### src/rtl/spi_defs.vh
// Shared SPI definitions, included by the SPI master and by spi_rx.
// Entry layout of one received word: payload [15:0], cdn [16], wide [17].
`ifndef SPI_DEFS_VH
`define SPI_DEFS_VH
`define SPI_ENTRY_W     18
`define SPI_PAYLOAD_MSB 15
`define SPI_PAYLOAD_LSB 0
`define SPI_CDN_BIT     16
`define SPI_WIDE_BIT    17
`define SPI_BITS8       8
`define SPI_BITS16      16
`endif

### src/rtl/spi_rx_pkg.sv
// spi_rx_pkg: entry type, frame lengths and entry packing helper for spi_rx.
// Values come from the shared spi_defs.vh header.
package spi_rx_pkg;
`include "spi_defs.vh"

  localparam int ENTRY_W = `SPI_ENTRY_W;
  localparam int BITS8   = `SPI_BITS8;
  localparam int BITS16  = `SPI_BITS16;

  typedef struct packed {
    logic        wide;
    logic        cdn;
    logic [15:0] payload;
  } entry_t;

  // Pack through the header field positions so the layout stays in step
  // with the master side.
  function automatic entry_t mk_entry(logic wide, logic cdn, logic [15:0] payload);
    logic [ENTRY_W-1:0] e;
    e = '0;
    e[`SPI_WIDE_BIT] = wide;
    e[`SPI_CDN_BIT]  = cdn;
    e[`SPI_PAYLOAD_MSB:`SPI_PAYLOAD_LSB] = payload;
    return entry_t'(e);
  endfunction
endpackage

### src/rtl/spi_rx_if.sv
// spi_rx_if: SPI pins plus the CPU-side read/status port of spi_rx.
//   master : SPI master / CPU side (drives pins, rd_en, clr_err)
//   slave  : spi_rx side (drives rd_* and error flags)
interface spi_rx_if #(parameter int LW = 3);
  logic          spi_sck;
  logic          spi_mosi;
  logic          spi_cdn;
  logic          spi_cen;
  logic          rd_en;
  logic          clr_err;
  logic [15:0]   rd_data;
  logic          rd_cdn;
  logic          rd_wide;
  logic          rd_valid;
  logic [LW-1:0] rd_level;
  logic          ovr_err;
  logic          frm_err;

  modport master (
    output spi_sck, spi_mosi, spi_cdn, spi_cen, rd_en, clr_err,
    input  rd_data, rd_cdn, rd_wide, rd_valid, rd_level, ovr_err, frm_err
  );
  modport slave (
    input  spi_sck, spi_mosi, spi_cdn, spi_cen, rd_en, clr_err,
    output rd_data, rd_cdn, rd_wide, rd_valid, rd_level, ovr_err, frm_err
  );
endinterface

### src/rtl/spi_rx_fifo.sv
// spi_rx_fifo: synchronous show-ahead FIFO with level counter.
// Ports: clk, rst (async, high); i_push/i_push_data write; i_pop read;
//   o_head head entry (holds last value when empty); o_valid not empty;
//   o_level occupancy; o_drop pulses when a push is lost to a full FIFO.
module spi_rx_fifo #(
  parameter int DEPTH   = 4,
  parameter int ENTRY_W = 18,
  parameter int LW      = 3
) (
  input  logic               clk,
  input  logic               rst,
  input  logic               i_push,
  input  logic [ENTRY_W-1:0] i_push_data,
  input  logic               i_pop,
  output logic [ENTRY_W-1:0] o_head,
  output logic               o_valid,
  output logic [LW-1:0]      o_level,
  output logic               o_drop
);
  localparam int PW = $clog2(DEPTH);

  logic [ENTRY_W-1:0] r_mem [DEPTH];
  logic [PW-1:0]      r_wr_ptr, r_rd_ptr, w_rd_ptr_n;
  logic [LW-1:0]      r_level, w_level_n;
  logic [ENTRY_W-1:0] r_head;
  logic               w_pop, w_push, w_full;

  assign w_full = (r_level == LW'(DEPTH));
  assign w_pop  = i_pop && (r_level != '0);
  // A pop in the same cycle frees the slot, so a full FIFO still accepts.
  assign w_push = i_push && (!w_full || w_pop);
  assign o_drop = i_push && !w_push;

  assign w_rd_ptr_n = w_pop ? r_rd_ptr + PW'(1) : r_rd_ptr;

  always_comb begin
    w_level_n = r_level;
    if (w_push && !w_pop)      w_level_n = r_level + LW'(1);
    else if (!w_push && w_pop) w_level_n = r_level - LW'(1);
  end

  always_ff @(posedge clk or posedge rst) begin
    if (rst) begin
      for (int i = 0; i < DEPTH; i++) r_mem[i] <= '0;
      r_wr_ptr <= '0;
      r_rd_ptr <= '0;
      r_level  <= '0;
      r_head   <= '0;
    end else begin
      if (w_push) begin
        r_mem[r_wr_ptr] <= i_push_data;
        r_wr_ptr        <= r_wr_ptr + PW'(1);
      end
      r_rd_ptr <= w_rd_ptr_n;
      r_level  <= w_level_n;
      // Head register: follows the next head slot; when that slot is the
      // one being written this cycle, bypass the incoming entry. Left
      // untouched when the FIFO goes empty so the last value is held.
      if (w_level_n != '0)
        r_head <= (w_push && (r_wr_ptr == w_rd_ptr_n)) ? i_push_data : r_mem[w_rd_ptr_n];
    end
  end

  assign o_head  = r_head;
  assign o_valid = (r_level != '0);
  assign o_level = r_level;
endmodule

### src/rtl/spi_rx.sv
// spi_rx: mode-0 SPI peripheral receiver feeding a CPU-readable FIFO.
// Ports: clk, rst (async, high); bus (spi_rx_if.slave) carrying the SPI
//   pins spi_sck/spi_mosi/spi_cdn/spi_cen and the read port rd_en, clr_err,
//   rd_data, rd_cdn, rd_wide, rd_valid, rd_level, ovr_err, frm_err.
// Build option: define SPI_RX_LSBFIRST_EN to receive bits LSB first.
import spi_rx_pkg::*;

module spi_rx #(
  parameter int DEPTH = 4,
  parameter int LW    = 3
) (
  input  logic     clk,
  input  logic     rst,
  spi_rx_if.slave  bus
);
  // [0],[1] synchronizer, [2] previous value for edge detection.
  logic [2:0]  r_sck_sync, r_cen_sync;
  logic [1:0]  r_mosi_sync, r_cdn_sync;
  logic [15:0] r_shift;
  logic [3:0]  r_count;
  logic        r_tag;
  logic        r_ovr, r_frm;

  logic        w_sck_rise, w_cen_s, w_cen_rise, w_cen_fall;
  logic        w_mosi_s, w_cdn_s, w_bit_en;
  logic        w_push16, w_push8, w_push, w_frm_evt, w_drop;
  logic [15:0] w_shift_n, w_byte;
  entry_t      w_push_entry, w_head;
  logic [ENTRY_W-1:0] w_head_raw;
  logic        w_unused_bit;

  always_ff @(posedge clk or posedge rst) begin
    if (rst) begin
      r_sck_sync  <= '0;
      r_cen_sync  <= '1;   // idle after reset: a frame needs a fresh cen fall
      r_mosi_sync <= '0;
      r_cdn_sync  <= '0;
    end else begin
      r_sck_sync  <= {r_sck_sync[1:0], bus.spi_sck};
      r_cen_sync  <= {r_cen_sync[1:0], bus.spi_cen};
      r_mosi_sync <= {r_mosi_sync[0], bus.spi_mosi};
      r_cdn_sync  <= {r_cdn_sync[0], bus.spi_cdn};
    end
  end

  assign w_sck_rise = r_sck_sync[1] & ~r_sck_sync[2];
  assign w_cen_s    = r_cen_sync[1];
  assign w_cen_rise = r_cen_sync[1] & ~r_cen_sync[2];
  assign w_cen_fall = ~r_cen_sync[1] & r_cen_sync[2];
  assign w_mosi_s   = r_mosi_sync[1];
  assign w_cdn_s    = r_cdn_sync[1];
  assign w_bit_en   = w_sck_rise && !w_cen_s;

`ifdef SPI_RX_LSBFIRST_EN
  assign w_shift_n    = {w_mosi_s, r_shift[15:1]};
  assign w_byte       = {8'h00, r_shift[15:8]};
  assign w_unused_bit = r_shift[0];
`else
  assign w_shift_n    = {r_shift[14:0], w_mosi_s};
  assign w_byte       = {8'h00, r_shift[7:0]};
  assign w_unused_bit = r_shift[15];
`endif

  // 16th bit pushes immediately; a byte is only known complete at cen rise.
  assign w_push16  = w_bit_en && (r_count == 4'(BITS16 - 1));
  assign w_push8   = w_cen_rise && (r_count == 4'(BITS8));
  assign w_frm_evt = w_cen_rise && (r_count != 4'd0) && (r_count != 4'(BITS8));
  assign w_push    = w_push16 || w_push8;
  assign w_push_entry = w_push16 ? mk_entry(1'b1, w_cdn_s, w_shift_n)
                                 : mk_entry(1'b0, r_tag, w_byte);

  always_ff @(posedge clk or posedge rst) begin
    if (rst) begin
      r_shift <= '0;
      r_count <= '0;
      r_tag   <= 1'b0;
    end else begin
      if (w_cen_s || w_cen_fall) begin
        r_count <= '0;
      end else if (w_bit_en) begin
        r_count <= r_count + 4'd1;   // 15 -> 0 wraps for back-to-back words
        r_shift <= w_shift_n;
        if (r_count == 4'(BITS8 - 1)) r_tag <= w_cdn_s;
      end
    end
  end

  // Sticky flags: a new error in the clr_err cycle keeps the flag set.
  always_ff @(posedge clk or posedge rst) begin
    if (rst) begin
      r_ovr <= 1'b0;
      r_frm <= 1'b0;
    end else begin
      if (w_drop)           r_ovr <= 1'b1;
      else if (bus.clr_err) r_ovr <= 1'b0;
      if (w_frm_evt)        r_frm <= 1'b1;
      else if (bus.clr_err) r_frm <= 1'b0;
    end
  end

  spi_rx_fifo #(.DEPTH(DEPTH), .ENTRY_W(ENTRY_W), .LW(LW)) u_fifo (
    .clk        (clk),
    .rst        (rst),
    .i_push     (w_push),
    .i_push_data(w_push_entry),
    .i_pop      (bus.rd_en),
    .o_head     (w_head_raw),
    .o_valid    (bus.rd_valid),
    .o_level    (bus.rd_level),
    .o_drop     (w_drop)
  );

  assign w_head      = entry_t'(w_head_raw);
  assign bus.rd_data = w_head.payload;
  assign bus.rd_cdn  = w_head.cdn;
  assign bus.rd_wide = w_head.wide;
  assign bus.ovr_err = r_ovr;
  assign bus.frm_err = r_frm;
endmodule

### src/flat_wrapper.sv
// flat-port wrapper written by rule: the top's interface ports become plain ports
module spi_rx_flat 
#(
  parameter int DEPTH = 4,
  parameter int LW    = 3
)
  (clk, rst, bus_spi_sck, bus_spi_mosi, bus_spi_cdn, bus_spi_cen, bus_rd_en, bus_clr_err, bus_rd_data, bus_rd_cdn, bus_rd_wide, bus_rd_valid, bus_rd_level, bus_ovr_err, bus_frm_err);
  spi_rx_if #(.LW(LW)) bus_i ();
  input  logic clk;
  input  logic rst;
  input wire logic [$bits(bus_i.spi_sck)-1:0] bus_spi_sck;
  input wire logic [$bits(bus_i.spi_mosi)-1:0] bus_spi_mosi;
  input wire logic [$bits(bus_i.spi_cdn)-1:0] bus_spi_cdn;
  input wire logic [$bits(bus_i.spi_cen)-1:0] bus_spi_cen;
  input wire logic [$bits(bus_i.rd_en)-1:0] bus_rd_en;
  input wire logic [$bits(bus_i.clr_err)-1:0] bus_clr_err;
  output wire logic [$bits(bus_i.rd_data)-1:0] bus_rd_data;
  output wire logic [$bits(bus_i.rd_cdn)-1:0] bus_rd_cdn;
  output wire logic [$bits(bus_i.rd_wide)-1:0] bus_rd_wide;
  output wire logic [$bits(bus_i.rd_valid)-1:0] bus_rd_valid;
  output wire logic [$bits(bus_i.rd_level)-1:0] bus_rd_level;
  output wire logic [$bits(bus_i.ovr_err)-1:0] bus_ovr_err;
  output wire logic [$bits(bus_i.frm_err)-1:0] bus_frm_err;
  assign bus_i.spi_sck = bus_spi_sck;
  assign bus_i.spi_mosi = bus_spi_mosi;
  assign bus_i.spi_cdn = bus_spi_cdn;
  assign bus_i.spi_cen = bus_spi_cen;
  assign bus_i.rd_en = bus_rd_en;
  assign bus_i.clr_err = bus_clr_err;
  assign bus_rd_data = bus_i.rd_data;
  assign bus_rd_cdn = bus_i.rd_cdn;
  assign bus_rd_wide = bus_i.rd_wide;
  assign bus_rd_valid = bus_i.rd_valid;
  assign bus_rd_level = bus_i.rd_level;
  assign bus_ovr_err = bus_i.ovr_err;
  assign bus_frm_err = bus_i.frm_err;
  spi_rx #(.DEPTH(DEPTH), .LW(LW)) u_core (.clk(clk), .rst(rst), .bus(bus_i));
endmodule
### config.mk
export PLATFORM = sky130hd
export DESIGN_NAME = spi_rx_flat
export DESIGN_NICKNAME = d
export VERILOG_FILES = /design/src/rtl/spi_rx_pkg.sv /design/src/rtl/spi_rx_if.sv /design/src/rtl/spi_rx_fifo.sv /design/src/rtl/spi_rx.sv /design/src/flat_wrapper.sv
export VERILOG_INCLUDE_DIRS = /design/src /design/src/rtl
export SDC_FILE = /design/constraint.sdc
export NUM_CORES = 1
export LEC_CHECK = 0
export BUFFER_PORTS_ARGS = -buffer_cell sky130_fd_sc_hd__buf_2
export CAP_MARGIN = 10
export CORE_ASPECT_RATIO = 2
export CORE_MARGIN = 2
export CORE_UTILIZATION = 51
export DETAILED_ROUTE_END_ITERATION = 6
export GPL_TIMING_DRIVEN = 0
export PLACE_DENSITY = 0.68
export RECOVER_POWER = 50
export SYNTH_ARGS = -nofsm -noshare
export SYNTH_HDL_FRONTEND = slang
export SYNTH_SLANG_ARGS = --single-unit
export TNS_END_PERCENT = 50
### constraint.sdc
create_clock -name clk -period 3.49 [get_ports clk]
set_clock_uncertainty 0.05 [all_clocks]
set_input_delay 0.1745 -clock clk [delete_from_list [all_inputs] [get_ports clk]]
set_output_delay 0.1745 -clock clk [all_outputs]
set_load 0.05 [all_outputs]
==> metrics.json, run 1 <==
{
  "outcome": "complete, but fails checks",
  "failed_checks": "capacitance limit, slew limit",
  "setup.worst_path.end_class": "flop",
  "total_power_w": 0.005470,
  "worstSkewPairLatency_ps": 420,
  "power_density_over_cell_area_nw_per_um2": 774.8,
  "port_buffers": 31,
  "ant_nets": 0,
  "count_of_flip_flops_with_a_built_in_enable_after_synthesis": 0,
  "number_of_different_library_cells_in_the_post_synthesis_netlist": 45,
  "grt_start_max_net_pins": 33,
  "synthMuxAreaShare_pct": 14.97,
  "layout-drive-gt1-share_pct": 17.69,
  "critical_path_depth": 10,
  "setup.worst_path.start": "u_core.u_fifo.o_level[0]",
  "synth_compound_gate_area_share_pct": 16.22,
  "path_cells": "inv_1 -> ha_1 -> nor2b_2 -> inv_1 -> and4_1 -> a21oi_1 -> clkbuf_1 -> a2bb2o_1 -> mux2i_1 -> mux2_2",
  "finalWorstPathRequiredPeriod_ps": 3087,
  "grt_first_pass_wirelength_um": 25160,
  "per_cell_via_count_in_the_routed_design": 6.046,
  "buf_inv_on_cp": 3,
  "synthToLayoutAreaGrowth_pct": 16.31,
  "global_route.overflow_total": 0,
  "finalMaxSlewViolations": 28,
  "grt_use_total_pct": 26.76,
  "r2r_cells": 10,
  "fmax_mhz": 324.0,
  "netlist_instances": 543,
  "dieHeight_um": 158.3,
  "ff_latch_area_um2": 3232,
  "crit_fanout": 10,
  "tritoncts_num_sinks": 129,
  "rrSetupSlack_ps": 400,
  "r2r_end": "u_core.u_fifo.o_head[9]",
  "setup_viol": 0,
  "cts_htree_levels": 4,
  "post_synth_instance_area_um2": 6070,
  "peakVddDrop_mv": 0.6150,
  "tritoncts.num_buffers": 17,
  "first_global_vias": 4783,
  "via_count": 4601,
  "cts-resized-gates": 0,
  "max_slew_margin_pct": -8.876,
  "initial_standard_cell_utilization_of_the_core_pct": 51.87,
  "footprint_of_the_multi_input_gates_um2": 2605,
  "synth.ff_latch_count": 129,
  "nets": 620,
  "worst_r2r_startpoint": "u_core.u_fifo.o_level[0]",
  "die-area_um2": 12840,
  "start_kind": "flop",
  "drt-initial-drc-count": 342,
  "std_cell_rows": 56,
  "cp.required_ps": 3800,
  "dominant_combinational_cell_family_by_area_after_synthesis": "compound AO/OA/AOI/OAI gates",
  "unrepaired_setup_endpoints_after_global_routing": "no",
  "fin_setup_tns_ps": 0,
  "core_region_area_um2": 11700,
  "critical_path.most_common_cell": "sky130_fd_sc_hd__inv_1",
  "synthSimpleGateAreaFrac_pct": 8.576,
  "finalHoldViolations": 0,
  "antenna_found_initial": 0,
  "timing.final.crit_share_pct": 88.45,
  "timing_worst_slew_pin_value_ps": 1633,
  "synth_xor_xnor_area_share_pct": 1.299,
  "detailedPlacementHpwl_um": 11160,
  "yosysSeqAreaShare_pct": 53.25,
  "worst-setup-path-type": "flop to flop",
  "async_reset_ff_share_pct": 100.0,
  "synth_net_count": 560,
  "route.detailed.drc": 0,
  "worst_setup_hold_path_clk_slew_ps": 60,
  "chipWidth_um": 81.14,
  "syn_area_per_cell_um2": 11.18,
  "critical_path_arrival_ps": 3400,
  "drt-wirelength-per-cell_um": 20.59,
  "worst_path_largest_cell_delay_ps": 510,
  "worstSetupEndpoint": "u_core.u_fifo.o_head[9]",
  "hold_removal_path_class": "input port to flop",
  "routed_wl_um": 15670,
  "firstDrtPassIters": 5,
  "synthFlopType": "sky130_fd_sc_hd__dfrtp_1",
  "yosys_warnings": 0,
  "ctsRootBufferMaster": "sky130_fd_sc_hd__clkbuf_16",
  "timing.critical_path.max_delay_family": "compound AO/OA/AOI/OAI gates",
  "io_pins": 32,
  "power.static_leakage_nw": 3.266,
  "finalWeightedCongestion": 0.8719,
  "cap_viol_max_count": 1,
  "final.fill_count": 982,
  "cts_tree": "yes",
  "antenna_cells_inserted": 0,
  "clock_path_buffers": 2,
  "cp_slowest_cell": "sky130_fd_sc_hd__a21oi_1",
  "synthAdderAreaFrac_pct": 1.855
}
-- repair_timing --
item,4_1_cts,5_1_grt
setup buffers,0,0
hold buffers,6,0
hold endpoints to repair,25,0
-- logic make-up (layout without fill, tap and decap cells) --
| kind of cell | Yosys count | in the layout |
|---|---|---|
| DFF | 129 | 129 |
| and+or+nand+nor | 118 | 118 |
| adders and majority gates | 9 | 9 |
| xor gates and xnor gates | 9 | 9 |
| buffers and inverters | 51 | 124 |
| AOI/OAI and AO/OA | 146 | 146 |
| muxes | 81 | 81 |
-- where the power goes --
group          internal [W]  switching, W  total (W)
Sequential          0.00165      0.000105    0.00176
Clock               0.00106      0.000701    0.00176
Combinational      0.000751       0.00120    0.00195
Total               0.00347       0.00200    0.00547
-- per-stage QoR --
| stage | hold WS (ps) | cells | utilization (%) | cell area, um^2 | setup slack, ps |
|---|---|---|---|---|---|
| global placement | 229.9 | 719 | 54.78 | 6410 | 477.9 |
| global route | 250.3 | 761 | 60.33 | 7059 | 117.3 |
| floorplan | 129.0 | 543 | - | 6073 | 305.7 |
| CTS | 207.8 | 761 | 61.06 | 7144 | 413.4 |
| finish | 224.3 | 761 | 60.33 | 7059 | 403.2 |
| detailed placement | 220.1 | 723 | 55.53 | 6497 | 426.2 |
-- how the worst min path moves through the flow --
stage               slack [ps]   startpoint  depth (start not counted)                       end
finish                     220    bus_rd_en                          4        u_core.bus.ovr_err
global route               250    bus_rd_en                          4  u_core.u_fifo.o_level[2]
CTS                        210    bus_rd_en                          4        u_core.bus.ovr_err
detailed placement         220          rst                          2    u_core.u_fifo.r_mem[3]
global placement           230  bus_spi_cen                          1      u_core.r_cen_sync[0]
floorplan                  130  bus_spi_cen                          0      u_core.r_cen_sync[0]
-- cells in the mapped netlist, types with 3 or more instances --
cell                       number  area (um^2)
sky130_fd_sc_hd__a2bb2o_1      16        160.2
sky130_fd_sc_hd__ha_1           9        112.6
sky130_fd_sc_hd__o221ai_1      35        306.5
sky130_fd_sc_hd__dfrtp_1      126         3153
sky130_fd_sc_hd__clkbuf_1      26        97.59
sky130_fd_sc_hd__nand2_1       90        337.8
sky130_fd_sc_hd__buf_2          5        25.02
sky130_fd_sc_hd__xnor2_1        7        61.31
sky130_fd_sc_hd__nor2_1         4        15.01
sky130_fd_sc_hd__o31ai_1        3        22.52
sky130_fd_sc_hd__nor3_1         6        30.03
sky130_fd_sc_hd__mux2_4         9        135.1
sky130_fd_sc_hd__mux2i_1       30        300.3
sky130_fd_sc_hd__dfstp_2        3        78.83
sky130_fd_sc_hd__a21oi_1        6        30.03
sky130_fd_sc_hd__mux2_2        42        473.0
sky130_fd_sc_hd__inv_1         14        52.55
sky130_fd_sc_hd__o21ai_0       75        375.4
-- flip-flops by register name, indices dropped and copies added (netlist names), 2 cells and up --
name,flops
u_core.r_cdn_sync,2
u_core.u_fifo.r_rd_ptr,2
u_core.u_fifo.o_head,18
u_core.r_sck_sync,3
u_core.r_mosi_sync,2
u_core.u_fifo.r_wr_ptr,2
u_core.u_fifo.r_mem,72
u_core.r_cen_sync,3
u_core.u_fifo.o_level,3
u_core.r_count,4
u_core.r_shift,15
-- area by class of cell --
class / instances / share of cell area [%]
clock inverters: 14 / 2.233
well taps: 145 / 2.570
clock buffers: 18 / 6.079
repair buffers: 41 / 3.119
inverters: 14 / 0.7621
plain buffers: 37 / 2.552
flip-flops and latches: 129 / 45.78
multi-input cells: 363 / 36.90
-- tightest hold or removal path: stages --
cell and delay (ps):
sky130_fd_sc_hd__buf_2 150, sky130_fd_sc_hd__inv_1 120, sky130_fd_sc_hd__nand3_1 130, sky130_fd_sc_hd__o22ai_1 70
-- cells in the final DEF (no fill, tap or decap), types with 13 or more instances in the layout --
master and instances:
sky130_fd_sc_hd__mux2_2 42, sky130_fd_sc_hd__mux2i_1 30, sky130_fd_sc_hd__a2bb2o_1 16, sky130_fd_sc_hd__inv_1 13, sky130_fd_sc_hd__dfrtp_1 126, sky130_fd_sc_hd__nand2_1 90
sky130_fd_sc_hd__clkbuf_1 51, sky130_fd_sc_hd__clkbuf_16 17, sky130_fd_sc_hd__o21ai_0 75, sky130_fd_sc_hd__buf_2 15, sky130_fd_sc_hd__o221ai_1 35
-- per-layer routing --
metal / up-vias / part of all wire [%] / global-route usage [%]
met5: - / 0 / 0
met4: 0 / 8.0 / 19.29
met3: 66 / 3.7 / 4.592
met2: 174 / 53 / 46.56
met1: 2278 / 35 / 28.37
li1: 2083 / - / -
No activity file was read; power rests on OpenSTA's default activity.
==> inputs of run 2 (changes only) <==
==> constraint.sdc (replaced) <==
create_clock -name clk -period 3.49 [get_ports clk]
set_clock_uncertainty 0.05 [all_clocks]
set_input_delay 0.8725 -clock clk [delete_from_list [all_inputs] [get_ports clk]]
set_output_delay 0.8725 -clock clk [all_outputs]
set_load 0.05 [all_outputs]
==> run 2 against run 1 <==
The run still ends with capacitance limit, slew limit left. Wire length about the same. Global-route usage about the same. Hold slack improved by 73 ps. Largest cell class unchanged. Largest power group unchanged.
==> metrics.json, run 2 (synthesized netlist as in run 1, its figures left out) <==
{
  "outcome": "complete, but fails checks",
  "failed_checks": "capacitance limit, slew limit",
  "finalWeightedCongestion": {"value": 0.8719, "change": "unchanged"},
  "global_route.overflow_total": {"value": 0, "change": "unchanged"},
  "fmax": {"value": 325.7, "unit": "MHz", "change": "+0.52%"},
  "routed_wl": {"value": 15670, "unit": "um", "change": "about the same"},
  "power.static_leakage": {"value": 3.317, "unit": "nW", "change": "+1.5%"},
  "fraction_of_met1_tracks_used_by_global_routing": {"value": 28.30, "unit": "%", "change": "-0.065 points"},
  "cap_viol_max_count": {"value": 1, "change": "unchanged"},
  "fin_setup_tns": {"value": 0, "unit": "ps", "change": "unchanged"},
  "layout-drive-gt1-share": {"value": 21.31, "unit": "%", "change": "+3.6 points"},
  "per_cell_via_count_in_the_routed_design": {"value": 6.054, "change": "+0.14%"},
  "hold_removal_path_class": "flop to flop",
  "max_slew_margin": {"value": -9.205, "unit": "%", "change": "-0.33 points"},
  "grt_first_pass_wirelength": {"value": 25140, "unit": "um", "change": "-0.11%"},
  "drt-initial-drc-count": {"value": 356, "change": "+4.1%"},
  "ctsRootBufferMaster": "sky130_fd_sc_hd__clkbuf_16",
  "tritoncts_num_sinks": {"value": 129, "change": "unchanged"},
  "grt_use_met3": {"value": 4.592, "unit": "%", "change": "unchanged"},
  "chipWidth": {"value": 81.14, "unit": "um", "change": "unchanged"},
  "port_buffers": {"value": 31, "change": "unchanged"},
  "setup.worst_path.end_class": "flop",
  "finalHoldViolations": {"value": 0, "change": "unchanged"},
  "largest-register": "u_core.u_fifo.r_mem",
  "detailedPlacementHpwl": {"value": 11160, "unit": "um", "change": "unchanged"},
  "core_region_area": {"value": 11700, "unit": "um^2", "change": "unchanged"},
  "post-cts-setup-buffer-count": {"value": 0, "change": "unchanged"},
  "largest_reg_flops": {"value": 72, "change": "unchanged"},
  "tritoncts.num_buffers": {"value": 17, "change": "unchanged"},
  "cts_hold_buffers": {"value": 0, "change": "-6"},
  "timing.final.crit_share": {"value": 87.99, "unit": "%", "change": "-0.46 points"},
  "std_cell_rows": {"value": 56, "change": "unchanged"},
  "cts_tree": "yes",
  "ant_nets": {"value": 0, "change": "unchanged"},
  "critical_path_arrival": {"value": 3380, "unit": "ps", "change": "-20 ps"},
  "antenna_cells_inserted": {"value": 0, "change": "unchanged"},
  "setup_viol": {"value": 0, "change": "unchanged"},
  "finalNonFillerCells": {"value": 755, "change": "-0.79%"},
  "grt_most_used_layer": "met2",
  "route.detailed.drc": {"value": 0, "change": "unchanged"},
  "unrepaired_setup_endpoints_after_global_routing": "no",
  "most-common-layout-cells": "126 x sky130_fd_sc_hd__dfrtp_1, 90 x sky130_fd_sc_hd__nand2_1, 75 x sky130_fd_sc_hd__o21ai_0, 42 x sky130_fd_sc_hd__mux2_2, 36 x sky130_fd_sc_hd__buf_2",
  "mostFrequentLayoutCell": "sky130_fd_sc_hd__dfrtp_1",
  "via_count": {"value": 4571, "change": "-0.65%"},
  "peakVddDrop": {"value": 0.6147, "unit": "mV", "change": "about the same"},
  "antenna_found_initial": {"value": 0, "change": "unchanged"},
  "initial_standard_cell_utilization_of_the_core": {"value": 51.87, "unit": "%", "change": "unchanged"},
  "start_kind": "flop",
  "firstDrtPassIters": {"value": 5, "change": "unchanged"},
  "worstSkewPairLatency": {"value": 420, "unit": "ps", "change": "about the same"},
  "cts-resized-gates": {"value": 0, "change": "unchanged"},
  "cts_htree_levels": {"value": 4, "change": "unchanged"},
  "drt-wirelength-per-cell": {"value": 20.75, "unit": "um", "change": "+0.78%"},
  "nets": {"value": 614, "change": "-0.97%"},
  "first_global_vias": {"value": 4777, "change": "-0.13%"},
  "timing_worst_slew_pin_value": {"value": 1638, "unit": "ps", "change": "+4.928 ps"},
  "global_route.usage.met2": {"value": 46.60, "unit": "%", "change": "about the same"},
  "worst-setup-path-type": "flop to flop",
  "die-area": {"value": 12840, "unit": "um^2", "change": "unchanged"},
  "power_density_over_cell_area": {"value": 780.9, "unit": "nW/um^2", "change": "+0.79%"},
  "cp.required": {"value": 3800, "unit": "ps", "change": "about the same"},
  "synthToLayoutAreaGrowth_pct": 15.75,
  "finalMaxSlewViolations": {"value": 28, "change": "unchanged"},
  "dieHeight": {"value": 158.3, "unit": "um", "change": "unchanged"},
  "io_pins": {"value": 32, "change": "unchanged"},
  "finalWorstPathRequiredPeriod": {"value": 3071, "unit": "ps", "change": "-16.03 ps"},
  "post-place-cells": {"value": 723, "change": "unchanged"},
  "worst_setup_hold_path_clk_slew": {"value": 60, "unit": "ps", "change": "about the same"},
  "crit_fanout": {"value": 10, "change": "unchanged"},
  "grt_start_max_net_pins": {"value": 33, "change": "unchanged"},
  "clock_path_buffers": {"value": 2, "change": "unchanged"},
  "grt_use_total": {"value": 26.75, "unit": "%", "change": "about the same"}
}
==> run 2: changes by cell type in the layout (fill, tap and decap cells not counted), sizes merged <==
cell / change
buf: +21
clkbuf: -21
dlygate4sd3: -6
==> run 2: power breakdown <==
| group | switching, W | leakage, nW | internal [W] | total (W) |
|---|---|---|---|---|
| clock | 0.000699 | 0.278 | 0.00106 | 0.00176 |
| sequential | 0.000103 | 1.73 | 0.00165 | 0.00176 |
| combinational | 0.00120 | 1.31 | 0.000771 | 0.00197 |
| total | 0.00200 | 3.32 | 0.00349 | 0.00549 |
==> run 2: per-layer routing <==
layer | share of wire [%] | vias up
met2 | 54 | 151
met1 | 35 | 2292
li1 | - | 2067
met3 | 3.1 | 61
met4 | 7.7 | 0
met5 | 0 | -
==> run 2: area by class of cell <==
type                       count  area [um^2]
buffer                        37        180.2
clock buffer                  18        429.2
clock inverter                14        157.7
fill                         972         4676
inverter                      14        53.80
multi-input combinational    363         2605
sequential                   129         3232
tap                          145        181.4
timing repair buffer          35        186.4
==> run 2: stage by stage <==
stage                     hold slack (ps)  util, %  instance area, um^2  setup WS, ps  power [W]
after floorplan                     281.2        -                 6073         305.7   0.003282
after global placement              283.2    54.78                 6410         217.8   0.003696
after detailed placement            289.3    55.53                 6497         248.8   0.003755
after CTS                           298.3    60.54                 7084         413.4   0.005517
after global routing                299.7    60.04                 7025         117.3   0.005740
final                               297.3    60.04                 7025         419.2   0.005486
==> run 2: critical path, stage by stage (launching register included) <==
cell and delay (ps):
sky130_fd_sc_hd__dfrtp_1 430, sky130_fd_sc_hd__inv_1 100, sky130_fd_sc_hd__ha_1 200, sky130_fd_sc_hd__nor2b_2 270, sky130_fd_sc_hd__inv_1 150, sky130_fd_sc_hd__and4_1 220, sky130_fd_sc_hd__a21oi_1 500, sky130_fd_sc_hd__clkbuf_1 420
sky130_fd_sc_hd__a2bb2o_1 320, sky130_fd_sc_hd__mux2i_1 160, sky130_fd_sc_hd__mux2_2 180
==> run 2: final timing paths <==
path | startpoint | to | slack (ps) | cells past startpoint
setup / recovery | u_core.u_fifo.o_level[0] | u_core.u_fifo.o_head[9] | 420 | 10
hold / removal | u_core.r_cdn_sync[0] | u_core.r_cdn_sync[1] | 300 | 0
setup reg to reg | u_core.u_fifo.o_level[0] | u_core.u_fifo.o_head[9] | 420 | 10
hold reg to reg | u_core.r_cdn_sync[0] | u_core.r_cdn_sync[1] | 300 | 0
max in group asynchronous | rst | u_core.u_fifo.o_head[6] | 840 | 3
min in group asynchronous | rst | u_core.u_fifo.r_mem[3] | 570 | 2
==> inputs of run 3 (changes only) <==
- GPL_TIMING_DRIVEN: 0 -> 1
==> run 3 against run 2 <==
The run still ends with capacitance limit, slew limit left. Sequential power grew 5%. Die area unchanged. Sequential cell count stayed put. Hold slack improved by 2.6 ps. Register-to-register slack hardly changed. Combinational power shrank 5%. Critical path depth unchanged. Final area down 0.30%. Non-clock buffer count shrank 23. Total power is 1.7% higher. Count of clock-buffer cells in the layout increased by 5. Final cell count fell by 3.0%. Largest cell class unchanged.
==> metrics.json, run 3 (synthesized netlist as in run 1, its figures left out) <==
{
  "via_count": {"value": 4411, "change": "-3.5%"},
  "antenna_cells_inserted": {"value": 0, "change": "unchanged"},
  "finalWeightedCongestion": {"value": 0.7910, "change": "-9.3%"},
  "power.static_leakage": {"value": 3.322, "unit": "nW", "change": "+0.17%"},
  "cts-resized-gates": {"value": 0, "change": "unchanged"},
  "failed_checks": "capacitance limit, slew limit",
  "port_buffers": {"value": 31, "change": "unchanged"},
  "tritoncts_num_sinks": {"value": 129, "change": "unchanged"},
  "mostFrequentLayoutCell": "sky130_fd_sc_hd__dfrtp_1",
  "grt_use_total": {"value": 25.51, "unit": "%", "change": "-1.2 points"},
  "chipWidth": {"value": 81.14, "unit": "um", "change": "unchanged"},
  "finalWorstPathRequiredPeriod": {"value": 3072, "unit": "ps", "change": "+1.373 ps"},
  "net-switching-power": {"value": 0.001925, "unit": "W", "change": "-3.7%"},
  "cts_hold_buffers": {"value": 0, "change": "unchanged"},
  "cts_htree_levels": {"value": 4, "change": "unchanged"},
  "placed_area": {"value": 6400, "unit": "um^2", "change": "-1.5%"},
  "ant_nets": {"value": 0, "change": "unchanged"},
  "start_kind": "flop",
  "drt-initial-drc-count": {"value": 340, "change": "-4.5%"},
  "dieHeight": {"value": 158.3, "unit": "um", "change": "unchanged"},
  "first_global_vias": {"value": 4563, "change": "-4.5%"},
  "seqPwrFrac": {"value": 33.0, "unit": "%", "change": "+1.0 points"},
  "worst-setup-path-type": "flop to flop",
  "unrepaired_setup_endpoints_after_global_routing": "no",
  "finalMaxSlewViolations": {"value": 37, "change": "+32%"},
  "critical_path.most_common_cell": "sky130_fd_sc_hd__inv_1",
  "setup.worst_path.end_class": "flop",
  "layout-drive-gt1-share": {"value": 23.00, "unit": "%", "change": "+1.7 points"},
  "tritoncts.num_buffers": {"value": 17, "change": "unchanged"},
  "detailedPlacementHpwl": {"value": 9881, "unit": "um", "change": "-11%"},
  "netSwitchingFraction": {"value": 34.50, "unit": "%", "change": "-1.9 points"},
  "setup_viol": {"value": 0, "change": "unchanged"},
  "outcome": "complete, but fails checks",
  "post-cts-setup-buffer-count": {"value": 0, "change": "unchanged"},
  "worst_setup_hold_path_clk_slew": {"value": 60, "unit": "ps", "change": "about the same"},
  "max_slew_margin": {"value": -9.803, "unit": "%", "change": "-0.60 points"},
  "critical_path_arrival": {"value": 3310, "unit": "ps", "change": "-70 ps"},
  "holdWs": {"value": 300.0, "unit": "ps", "change": "+2.605 ps"},
  "std_cell_rows": {"value": 56, "change": "unchanged"},
  "stdcell_area": {"value": 7004, "unit": "um^2", "change": "-0.30%"},
  "per_cell_via_count_in_the_routed_design": {"value": 6.026, "change": "-0.47%"},
  "path_cells": "inv_1 -> ha_1 -> nor2b_2 -> inv_1 -> nand2_1 -> o21ai_0 -> o32ai_1 -> or3_1 -> buf_4 -> mux2_4",
  "core_region_area": {"value": 11700, "unit": "um^2", "change": "unchanged"},
  "fmax": {"value": 325.5, "unit": "MHz", "change": "about the same"},
  "largest_reg_flops": {"value": 72, "change": "unchanged"},
  "nets": {"value": 591, "change": "-3.7%"},
  "internal_power_of_the_cells": {"value": 0.003655, "unit": "W", "change": "+4.8%"},
  "grt_start_max_net_pins": {"value": 69, "change": "+110%"},
  "grt_first_pass_wirelength": {"value": 24060, "unit": "um", "change": "-4.3%"},
  "io_pins": {"value": 32, "change": "unchanged"},
  "combinationalPowerShare": {"value": 33.5, "unit": "%", "change": "-2.4 points"},
  "cp_slowest_cell": "sky130_fd_sc_hd__dfrtp_1",
  "drt-wirelength-per-cell": {"value": 20.30, "unit": "um", "change": "-2.2%"},
  "synthToLayoutAreaGrowth_pct": 15.40,
  "worst_path_largest_cell_delay": {"value": 420, "unit": "ps", "change": "-80 ps"},
  "peakVddDrop": {"value": 0.5303, "unit": "mV", "change": "-14%"},
  "crit_fanout": {"value": 18, "change": "+8"},
  "largest-register": "u_core.u_fifo.r_mem",
  "initial_standard_cell_utilization_of_the_core": {"value": 51.87, "unit": "%", "change": "unchanged"},
  "cap_viol_max_count": {"value": 1, "change": "unchanged"},
  "cts_tree": "yes",
  "clock_path_buffers": {"value": 2, "change": "unchanged"},
  "finalHoldViolations": {"value": 0, "change": "unchanged"},
  "worstSkewPairLatency": {"value": 410, "unit": "ps", "change": "about the same"},
  "antenna_found_initial": {"value": 0, "change": "unchanged"},
  "most-common-layout-cells": "126 x sky130_fd_sc_hd__dfrtp_1, 90 x sky130_fd_sc_hd__nand2_1, 75 x sky130_fd_sc_hd__o21ai_0, 42 x sky130_fd_sc_hd__mux2_2, 35 x sky130_fd_sc_hd__o221ai_1",
  "fin_setup_tns": {"value": 0, "unit": "ps", "change": "unchanged"},
  "buf_inv_on_cp": {"value": 3, "change": "unchanged"},
  "hold_removal_path_class": "flop to flop",
  "firstDrtPassIters": {"value": 5, "change": "unchanged"},
  "rrSetupSlack": {"value": 420, "unit": "ps", "change": "about the same"},
  "power_density_over_cell_area": {"value": 796.7, "unit": "nW/um^2", "change": "+2.0%"},
  "ctsRootBufferMaster": "sky130_fd_sc_hd__clkbuf_16",
  "die-area": {"value": 12840, "unit": "um^2", "change": "unchanged"},
  "cp.required": {"value": 3730, "unit": "ps", "change": "-70 ps"},
  "timing.final.crit_share": {"value": 88.03, "unit": "%", "change": "about the same"},
  "global_route.overflow_total": {"value": 0, "change": "unchanged"},
  "timing.critical_path.max_delay_family": "simple AND/OR/NAND/NOR gates",
  "routed_wl": {"value": 14860, "unit": "um", "change": "-5.2%"},
  "route.detailed.drc": {"value": 0, "change": "unchanged"},
  "power_frac_clock": {"value": 33.5, "unit": "%", "change": "+1.4 points"},
  "timing_worst_slew_pin_value": {"value": 1638, "unit": "ps", "change": "-0.03177 ps"}
}
[run 3: changes by cell type in the layout (fill, tap and decap cells not counted), sizes merged]
cell	before	now
bufinv	2	4
clkbuf	47	26
clkinvlp	4	3
inv	17	13
clkinv	5	3
buf	43	46
[run 3: metrics by stage]
| step | worst slack, ps | total power [W] | util (%) | cells |
|---|---|---|---|---|
| floorplan | 305.7 | 0.003282 | - | 543 |
| global placement | 366.6 | 0.003670 | 54.60 | 699 |
| detailed placement | 481.9 | 0.003725 | 54.69 | 700 |
| CTS | 466.7 | 0.005611 | 60.09 | 732 |
| global route | 186.3 | 0.005840 | 59.86 | 732 |
| finish | 417.8 | 0.005581 | 59.86 | 732 |
[run 3: layout make-up]
| class | instances | area (um^2) |
|---|---|---|
| repair buffers | 49 | 286.5 |
| clock buffers | 23 | 478.0 |
| clock inverters | 9 | 153.9 |
| inverters | 14 | 53.80 |
| flip-flops and latches | 129 | 3232 |
| fillers | 940 | 4697 |
| multi-input cells | 363 | 2619 |
| well taps | 145 | 181.4 |
[run 3: final timing paths]
kind,start,end,depth (start not counted)
worst max-delay path,u_core.u_fifo.o_level[0],u_core.u_fifo.o_head[6],10
min in group asynchronous,rst,u_core.u_fifo.r_mem[39],2
worst max register to register,u_core.u_fifo.o_level[0],u_core.u_fifo.o_head[6],10
worst min-delay path,u_core.r_mosi_sync[0],u_core.r_mosi_sync[1],0
max in group asynchronous,rst,u_core.r_shift[12],3
worst min register to register,u_core.r_mosi_sync[0],u_core.r_mosi_sync[1],0
[run 3: routing by layer]
| layer | GRT usage, % | wire length [um] | vias to the layer above |
|---|---|---|---|
| li1 | - | - | 2029 |
| met1 | 28.76 | 5575 | 2231 |
| met2 | 44.23 | 8086 | 115 |
| met3 | 4.875 | 477 | 36 |
| met4 | 14.29 | 720 | 0 |
| met5 | 0 | 0 | - |
[run 3: power groups by stage]
| stage | sequential (W) | clock, W | combinational [W] |
|---|---|---|---|
| 4_1_cts | 0.00183 | 0.00190 | 0.00188 |
| 3_3_place_gp | 0.00185 | 0 | 0.00182 |
| 5_1_grt | 0.00186 | 0.00197 | 0.00201 |
| 3_5_place_dp | 0.00186 | 0 | 0.00187 |
| 2_1_floorplan | 0.00212 | 0 | 0.00116 |
| 6_report | 0.00184 | 0.00187 | 0.00187 |
